[src/rtl/mem_access_unit.sv]
// MEM-stage load/store unit: alignment and range check, request/ack bus master
// with timeout, byte-lane steering and load extension. Stalls while busy.
module mem_access_unit #(
  parameter logic [31:0] DM_LIMIT  = 32'h0000_2FFF,
  parameter logic [31:0] DEV0_BASE = 32'h0000_7F00,
  parameter logic [31:0] DEV1_BASE = 32'h0000_7F10,
  parameter int          TIMEOUT   = 16
) (
  input  logic        clk,
  input  logic        reset,
  input  logic        req_valid,
  input  logic [5:0]  op,
  input  logic [31:0] addr,
  input  logic [31:0] wdata,
  input  logic        flush,
  output logic        stall,
  output logic        bus_req,
  output logic        bus_we,
  output logic [31:0] bus_addr,
  output logic [3:0]  bus_be,
  output logic [31:0] bus_wdata,
  input  logic [31:0] bus_rdata,
  input  logic        bus_ack,
  output logic        resp_valid,
  output logic [31:0] rdata,
  output logic        exc,
  output logic [4:0]  exc_code,
  output logic [31:0] bad_vaddr
);
  typedef enum logic [1:0] {S_IDLE, S_BUS, S_RESP} state_t;

  localparam logic [7:0] CNT_LAST = 8'(TIMEOUT - 1);

  state_t      r_state, w_next;
  logic [3:0]  r_op;      // op[3]=store, op[2]=unsigned, op[1:0]=size
  logic [31:0] r_addr, r_wdata, r_rdata;
  logic [7:0]  r_cnt;
  logic        r_kill, r_exc;
  logic [4:0]  r_code;

  logic        w_legal, w_mis, w_in_dm, w_in_dev, w_fault, w_accept;
  logic [7:0]  w_byte;
  logic [15:0] w_half;
  logic [31:0] w_ext;

  always_comb begin
    case (op)
      6'b100000, 6'b100100, 6'b100001, 6'b100101, 6'b100011,
      6'b101000, 6'b101001, 6'b101011: w_legal = 1'b1;
      default:                          w_legal = 1'b0;
    endcase
  end

  // Device windows only accept word accesses; anything else there is a fault.
  assign w_mis    = ((op[1:0] == 2'b01) && addr[0]) ||
                    ((op[1:0] == 2'b11) && (addr[1:0] != 2'b00));
  assign w_in_dm  = (addr <= DM_LIMIT);
  assign w_in_dev = ((addr >= DEV0_BASE) && (addr <= DEV0_BASE + 32'd11)) ||
                    ((addr >= DEV1_BASE) && (addr <= DEV1_BASE + 32'd11));
  assign w_fault  = w_mis || !(w_in_dm || w_in_dev) ||
                    (w_in_dev && (op[1:0] != 2'b11));
  assign w_accept = (r_state == S_IDLE) && req_valid && w_legal && !flush;

  assign w_byte = 8'(bus_rdata >> {r_addr[1:0], 3'b000});
  assign w_half = r_addr[1] ? bus_rdata[31:16] : bus_rdata[15:0];

  always_comb begin
    case (r_op[1:0])
      2'b00:   w_ext = r_op[2] ? {24'h0, w_byte} : {{24{w_byte[7]}}, w_byte};
      2'b01:   w_ext = r_op[2] ? {16'h0, w_half} : {{16{w_half[15]}}, w_half};
      default: w_ext = bus_rdata;
    endcase
  end

  always_comb begin
    w_next = r_state;
    case (r_state)
      S_IDLE: if (w_accept) w_next = w_fault ? S_RESP : S_BUS;
      S_BUS:  if (bus_ack || (r_cnt == CNT_LAST)) w_next = S_RESP;
      S_RESP: w_next = S_IDLE;
      default: w_next = S_IDLE;
    endcase
  end

  always_ff @(posedge clk or posedge reset) begin
    if (reset) begin
      r_state <= S_IDLE;
      r_op    <= '0;
      r_addr  <= '0;
      r_wdata <= '0;
      r_rdata <= '0;
      r_cnt   <= '0;
      r_kill  <= 1'b0;
      r_exc   <= 1'b0;
      r_code  <= '0;
    end else begin
      r_state <= w_next;
      case (r_state)
        S_IDLE: if (w_accept) begin
          r_op    <= op[3:0];
          r_addr  <= addr;
          r_wdata <= wdata;
          r_cnt   <= '0;
          r_kill  <= 1'b0;
          r_exc   <= w_fault;
          r_code  <= op[3] ? 5'd5 : 5'd4;
        end
        S_BUS: begin
          if (flush) r_kill <= 1'b1;
          // ack beats a coincident timeout
          if (bus_ack) begin
            r_rdata <= w_ext;
            r_exc   <= 1'b0;
          end else if (r_cnt == CNT_LAST) begin
            r_exc   <= 1'b1;
            r_code  <= 5'd7;
          end else begin
            r_cnt   <= r_cnt + 8'd1;
          end
        end
        S_RESP: r_kill <= 1'b0;
        default: ;
      endcase
    end
  end

  always_comb begin
    stall      = !reset && (w_accept || (r_state == S_BUS));
    bus_req    = (r_state == S_BUS);
    bus_we     = bus_req && r_op[3];
    bus_addr   = bus_req ? {r_addr[31:2], 2'b00} : 32'h0;
    bus_be     = 4'h0;
    bus_wdata  = 32'h0;
    if (bus_req) begin
      case (r_op[1:0])
        2'b00:   begin bus_be = 4'b0001 << r_addr[1:0];          bus_wdata = {4{r_wdata[7:0]}};  end
        2'b01:   begin bus_be = r_addr[1] ? 4'b1100 : 4'b0011;   bus_wdata = {2{r_wdata[15:0]}}; end
        default: begin bus_be = 4'b1111;                         bus_wdata = r_wdata;            end
      endcase
      if (!r_op[3]) bus_wdata = 32'h0;
    end
    resp_valid = (r_state == S_RESP) && !r_kill && !flush;
    exc        = resp_valid && r_exc;
    exc_code   = exc ? r_code : 5'd0;
    bad_vaddr  = exc ? r_addr : 32'h0;
    rdata      = (resp_valid && !r_exc && !r_op[3]) ? r_rdata : 32'h0;
  end
endmodule

[config.mk]
export PLATFORM = sky130hd
export DESIGN_NAME = mem_access_unit
export DESIGN_NICKNAME = d
export VERILOG_FILES = /design/src/rtl/mem_access_unit.sv
export SDC_FILE = /design/constraint.sdc
export NUM_CORES = 1
export LEC_CHECK = 0
export CAP_MARGIN = 0
export CORE_ASPECT_RATIO = 1.25
export CORE_MARGIN = 5
export CORE_UTILIZATION = 30
export CTS_CLUSTER_DIAMETER = 200
export DETAILED_ROUTE_END_ITERATION = 12
export GPL_ROUTABILITY_DRIVEN = 0
export PLACE_DENSITY_LB_ADDON = 0.1
export SLEW_MARGIN = 20
export SYNTH_ARGS = -nofsm -noshare
export SYNTH_HDL_FRONTEND = slang
export SYNTH_SLANG_ARGS = --single-unit
[constraint.sdc]
create_clock -name clk -period 3.5 [get_ports clk]
set_input_delay 0.7 -clock clk [delete_from_list [all_inputs] [get_ports clk]]
set_output_delay 0.7 -clock clk [all_outputs]
set_load 0.01 [all_outputs]
==> metrics.md <==
| Metric | Value |
|---|---|
| Synth Instances | 654 |
| R2R cell count | 7 |
| Rel. slew slack | 29.2% |
| IO Port Bufs | 244 |
| Drt pass-1 iters | 5 |
| Pin count of the biggest net entering global routing | 82 |
| Leak | roughly 4.2 nW |
| Int Pwr | 3.34 mW |
| Area Growth Syn to Fin | 54.1% |
| Mapped Area | 6280 um2 |
| Final period utilization | 92.4% |
| Gate power share | 18.5% |
| H-tree depth | 4 |
| Run status | complete, no violations |
| Hold crit path type | register to register |
| FF-to-FF setup slack | 0.76 ns |
| PostCTS Resize Cnt | 0 |
| Total wire length | between 20 and 25 mm |
| Hold Buf Count CTS | 0 |
| Distinct cell type count after synthesis | ~50 |
| Net switching fraction of the power | about 27% |
| Vias in the first global route | 6072 |
| Core box area | 20700 um2 |
| Global-route track usage on met3 | 5.84% |
| YS warnings | 0 |
| Sequential Power Share | 38.6% |
| CP required | 2.80 ns |
| Clock share of power | 43.0% |
| Crit path capture type | output port |
| Dpl ws | 0.256 ns |
| Remaining DRCs | 0 |
| Max VDD drop | between 200 and 300 uV |
| CTS tree | done |
| Worst Hold Launch | r_rdata[4] |
| Clk slew on worst S/H paths | 0.05 ns |
| Post-synthesis register bit count | 115 |
| Primary FF master, synth | dfrtp_1 |
| GRT met1 Usage | 21.5% |
| Initial antenna violation count | 0 |
| Final setup vio count | 0 |
| GRT busiest layer | met2 |
| # Post-CTS Setup Buffers | 0 |
| Share of the yosys chip area belonging to registers | 45.8% |
| GRT overflow | 0 |
| Die Y | 172 um |
| Crit Path Class | input port to output port |
| Clock Path Buffers | 2 |
| Iter 0 DRT Violations | 208 |
| Remaining antenna violation count | 0 |
| Ant diodes | 0 |
| Die width | 139 um |
| RSZ-0062 raised after global routing | false |
| Hold path depth | 2 |
| Max-slew violations | 0 |
| Clock sinks | 115 |
| Layout cell share with drive strength beyond 1 | 15.1% |
| Fraction of registers with async set/reset | 100% |
| Clk_skew | 0.00701 ns |
| Hold worst-path end | r_rdata[4] |
| Sw Pwr | 1.22 mW |
| Fmax | 309 MHz |
| Drt wl/cell | 18.6 um |
| Global-route usage over all layers | 17.9% |
| Setup ws final | 0.266 ns |
| Tightest Pin Transition | 1.06 ns |
| I/O pins | 249 |
| Crit path DAT | about 2.5 ns |
| Via/cell ratio | 4.88 |
| Total negative slack | 0 ns |
| Power Dens Cells | 472 nW/um2 |
| TritonCTS buffer count | 17 |
| R2R Path End | r_rdata[29] |
| Post-synth EDFFs | 0 |
| Syn avg cell area | 9.61 um2 |
| Final min period | 3.23 ns |
| Die area | 24000 um2 |
| Initial core utilization | 30.3% |
| Final nets | 993 |
| DPL Wire Length | around 16 mm |
| Max_cap viols | 0 |
| DR vias | 5715 |
| Final hold violation count | 0 |
| Clk root buf | clkbuf_16 |
| Crit-path max FO | 32 |
| Row Count | 59 |
| Grt met2 use | between 20% and 30% |
| First-pass GRT wire length | about 34 mm |
| Worst setup SP type | input port |
| R2r startpoint | r_state[1] |
| Worst-Skew Late Latency | 0.41 ns |
[routing by layer]
layer / up-vias / wire (um) / share of wire (%)
li1: 2726 / - / -
met1: 2734 / 9250 / 42
met2: 227 / 10400 / 48
met5: - / 0 / 0
met4: 0 / 509 / 2.3
met3: 28 / 1640 / 7.5
[registers in the layout, indices dropped and copies added (netlist names)]
register / flops
r_addr: 32
r_rdata: 32
r_wdata: 32
r_cnt: 8
r_op: 4
r_code: 3
r_state: 2
r_exc: 1
r_kill: 1
[cell usage after synthesis, types with 3 or more instances]
master      n  area share (%)
and2_1     65             6.5
nor3_1      4            0.32
and3_1     43             4.3
a21oi_1    33             2.6
dfrtp_1   115              46
nor2b_1     3            0.30
buf_4       4            0.48
nand3_2    10             1.6
inv_1      13            0.78
mux2_2     69              12
or3_1       3            0.30
mux2i_1    17             2.7
nand2_1    68             4.1
clkbuf_1   34             2.0
nand3_1    27             2.2
buf_2       9            0.72
o21ai_0    30             2.4
or4_1       3            0.36
a22oi_1     6            0.72
nor4_1      5            0.50
nor2_1     47             2.8
xnor2_1     3            0.42
a222oi_1    7             1.1
buf_1       3            0.18
[placed cells by master, fill, tap and decap left out, types with 4 or more instances in the layout]
master	synthesis	final
nor2_1	47	47
nor3_1	4	4
buf_4	4	15
conb_1	1	4
clkbuf_16	0	17
o21ai_0	30	30
a22oi_1	6	6
nand3_1	27	27
nor4_1	5	4
a222oi_1	7	7
a21oi_1	33	33
clkdlybuf4s50_1	0	244
dfrtp_1	115	114
clkbuf_8	0	5
mux2i_1	17	17
mux2_2	69	69
bufinv_16	0	5
nand3_2	10	10
inv_1	13	12
and3_1	43	43
nand2_1	68	68
and2_1	65	65
[worst max path at each step]
stage                     from           end  slack, ns  depth (start not counted)
floorplan                op[2]         stall       1.08                          4
global placement         flush     rdata[29]       0.26                          6
detailed placement       flush     rdata[15]       0.26                          6
CTS                      flush     rdata[15]       0.25                          6
global route        r_state[1]  bus_wdata[4]       0.16                          6
finish                   flush     rdata[15]       0.27                          6
[kinds of logic (layout without fill, tap and decap cells)]
group                      after synthesis  count (layout)  share of synthesized area [%]
muxes                                   87              87                           15.4
xor gates and xnor gates                 4               4                          0.558
buffers and inverters                   66             307                           4.74
AOI/OAI and AO/OA                       92              92                           8.92
adders and majority gates                1               1                          0.199
and+or+nand+nor                        288             288                           24.3
other                                    1               4                         0.0597
DFF                                    115             115                           45.8
[area by class of cell]
| cell class | instances | area, um2 |
|---|---|---|
| Clock inverter | 9 | 173 |
| Fill cell | 1963 | 11100 |
| Sequential cell | 115 | 2880 |
| Clock buffer | 23 | 498 |
| Tap cell | 274 | 343 |
| Timing Repair Buffer | 261 | 2590 |
| Multi-Input combinational cell | 476 | 3140 |
| Inverter | 14 | 56.3 |
[worst max-delay path, cell delays in order]
cell and delay (ns):
clkdlybuf4s50_1 0.46, nor4_2 0.20, nor3b_2 0.29, buf_12 0.19, and2_1 0.15, clkdlybuf4s50_1 0.54
[per-stage QoR]
step	cell area (um2)	cells	total power, mW	utilization [%]	hold slack (ns)
2_1_floorplan	6300	657	2.26	-	0.431
3_3_place_gp	9010	1140	2.61	43.4	0.457
3_5_place_dp	9010	1140	2.63	43.4	0.470
4_1_cts	9680	1172	4.62	46.7	0.482
5_1_grt	9680	1172	4.79	46.7	0.493
6_report	9680	1172	4.57	46.7	0.474
[power by group through the flow]
stage / combinational (mW) / sequential [mW] / clock [mW]
6_report: 0.843 / 1.76 / 1.96
5_1_grt: 0.925 / 1.80 / 2.07
4_1_cts: 0.851 / 1.76 / 2.00
3_5_place_dp: 0.850 / 1.78 / 0
3_3_place_gp: 0.832 / 1.78 / 0
2_1_floorplan: 0.591 / 1.67 / 0
Power figures use the tool's default switching activity.
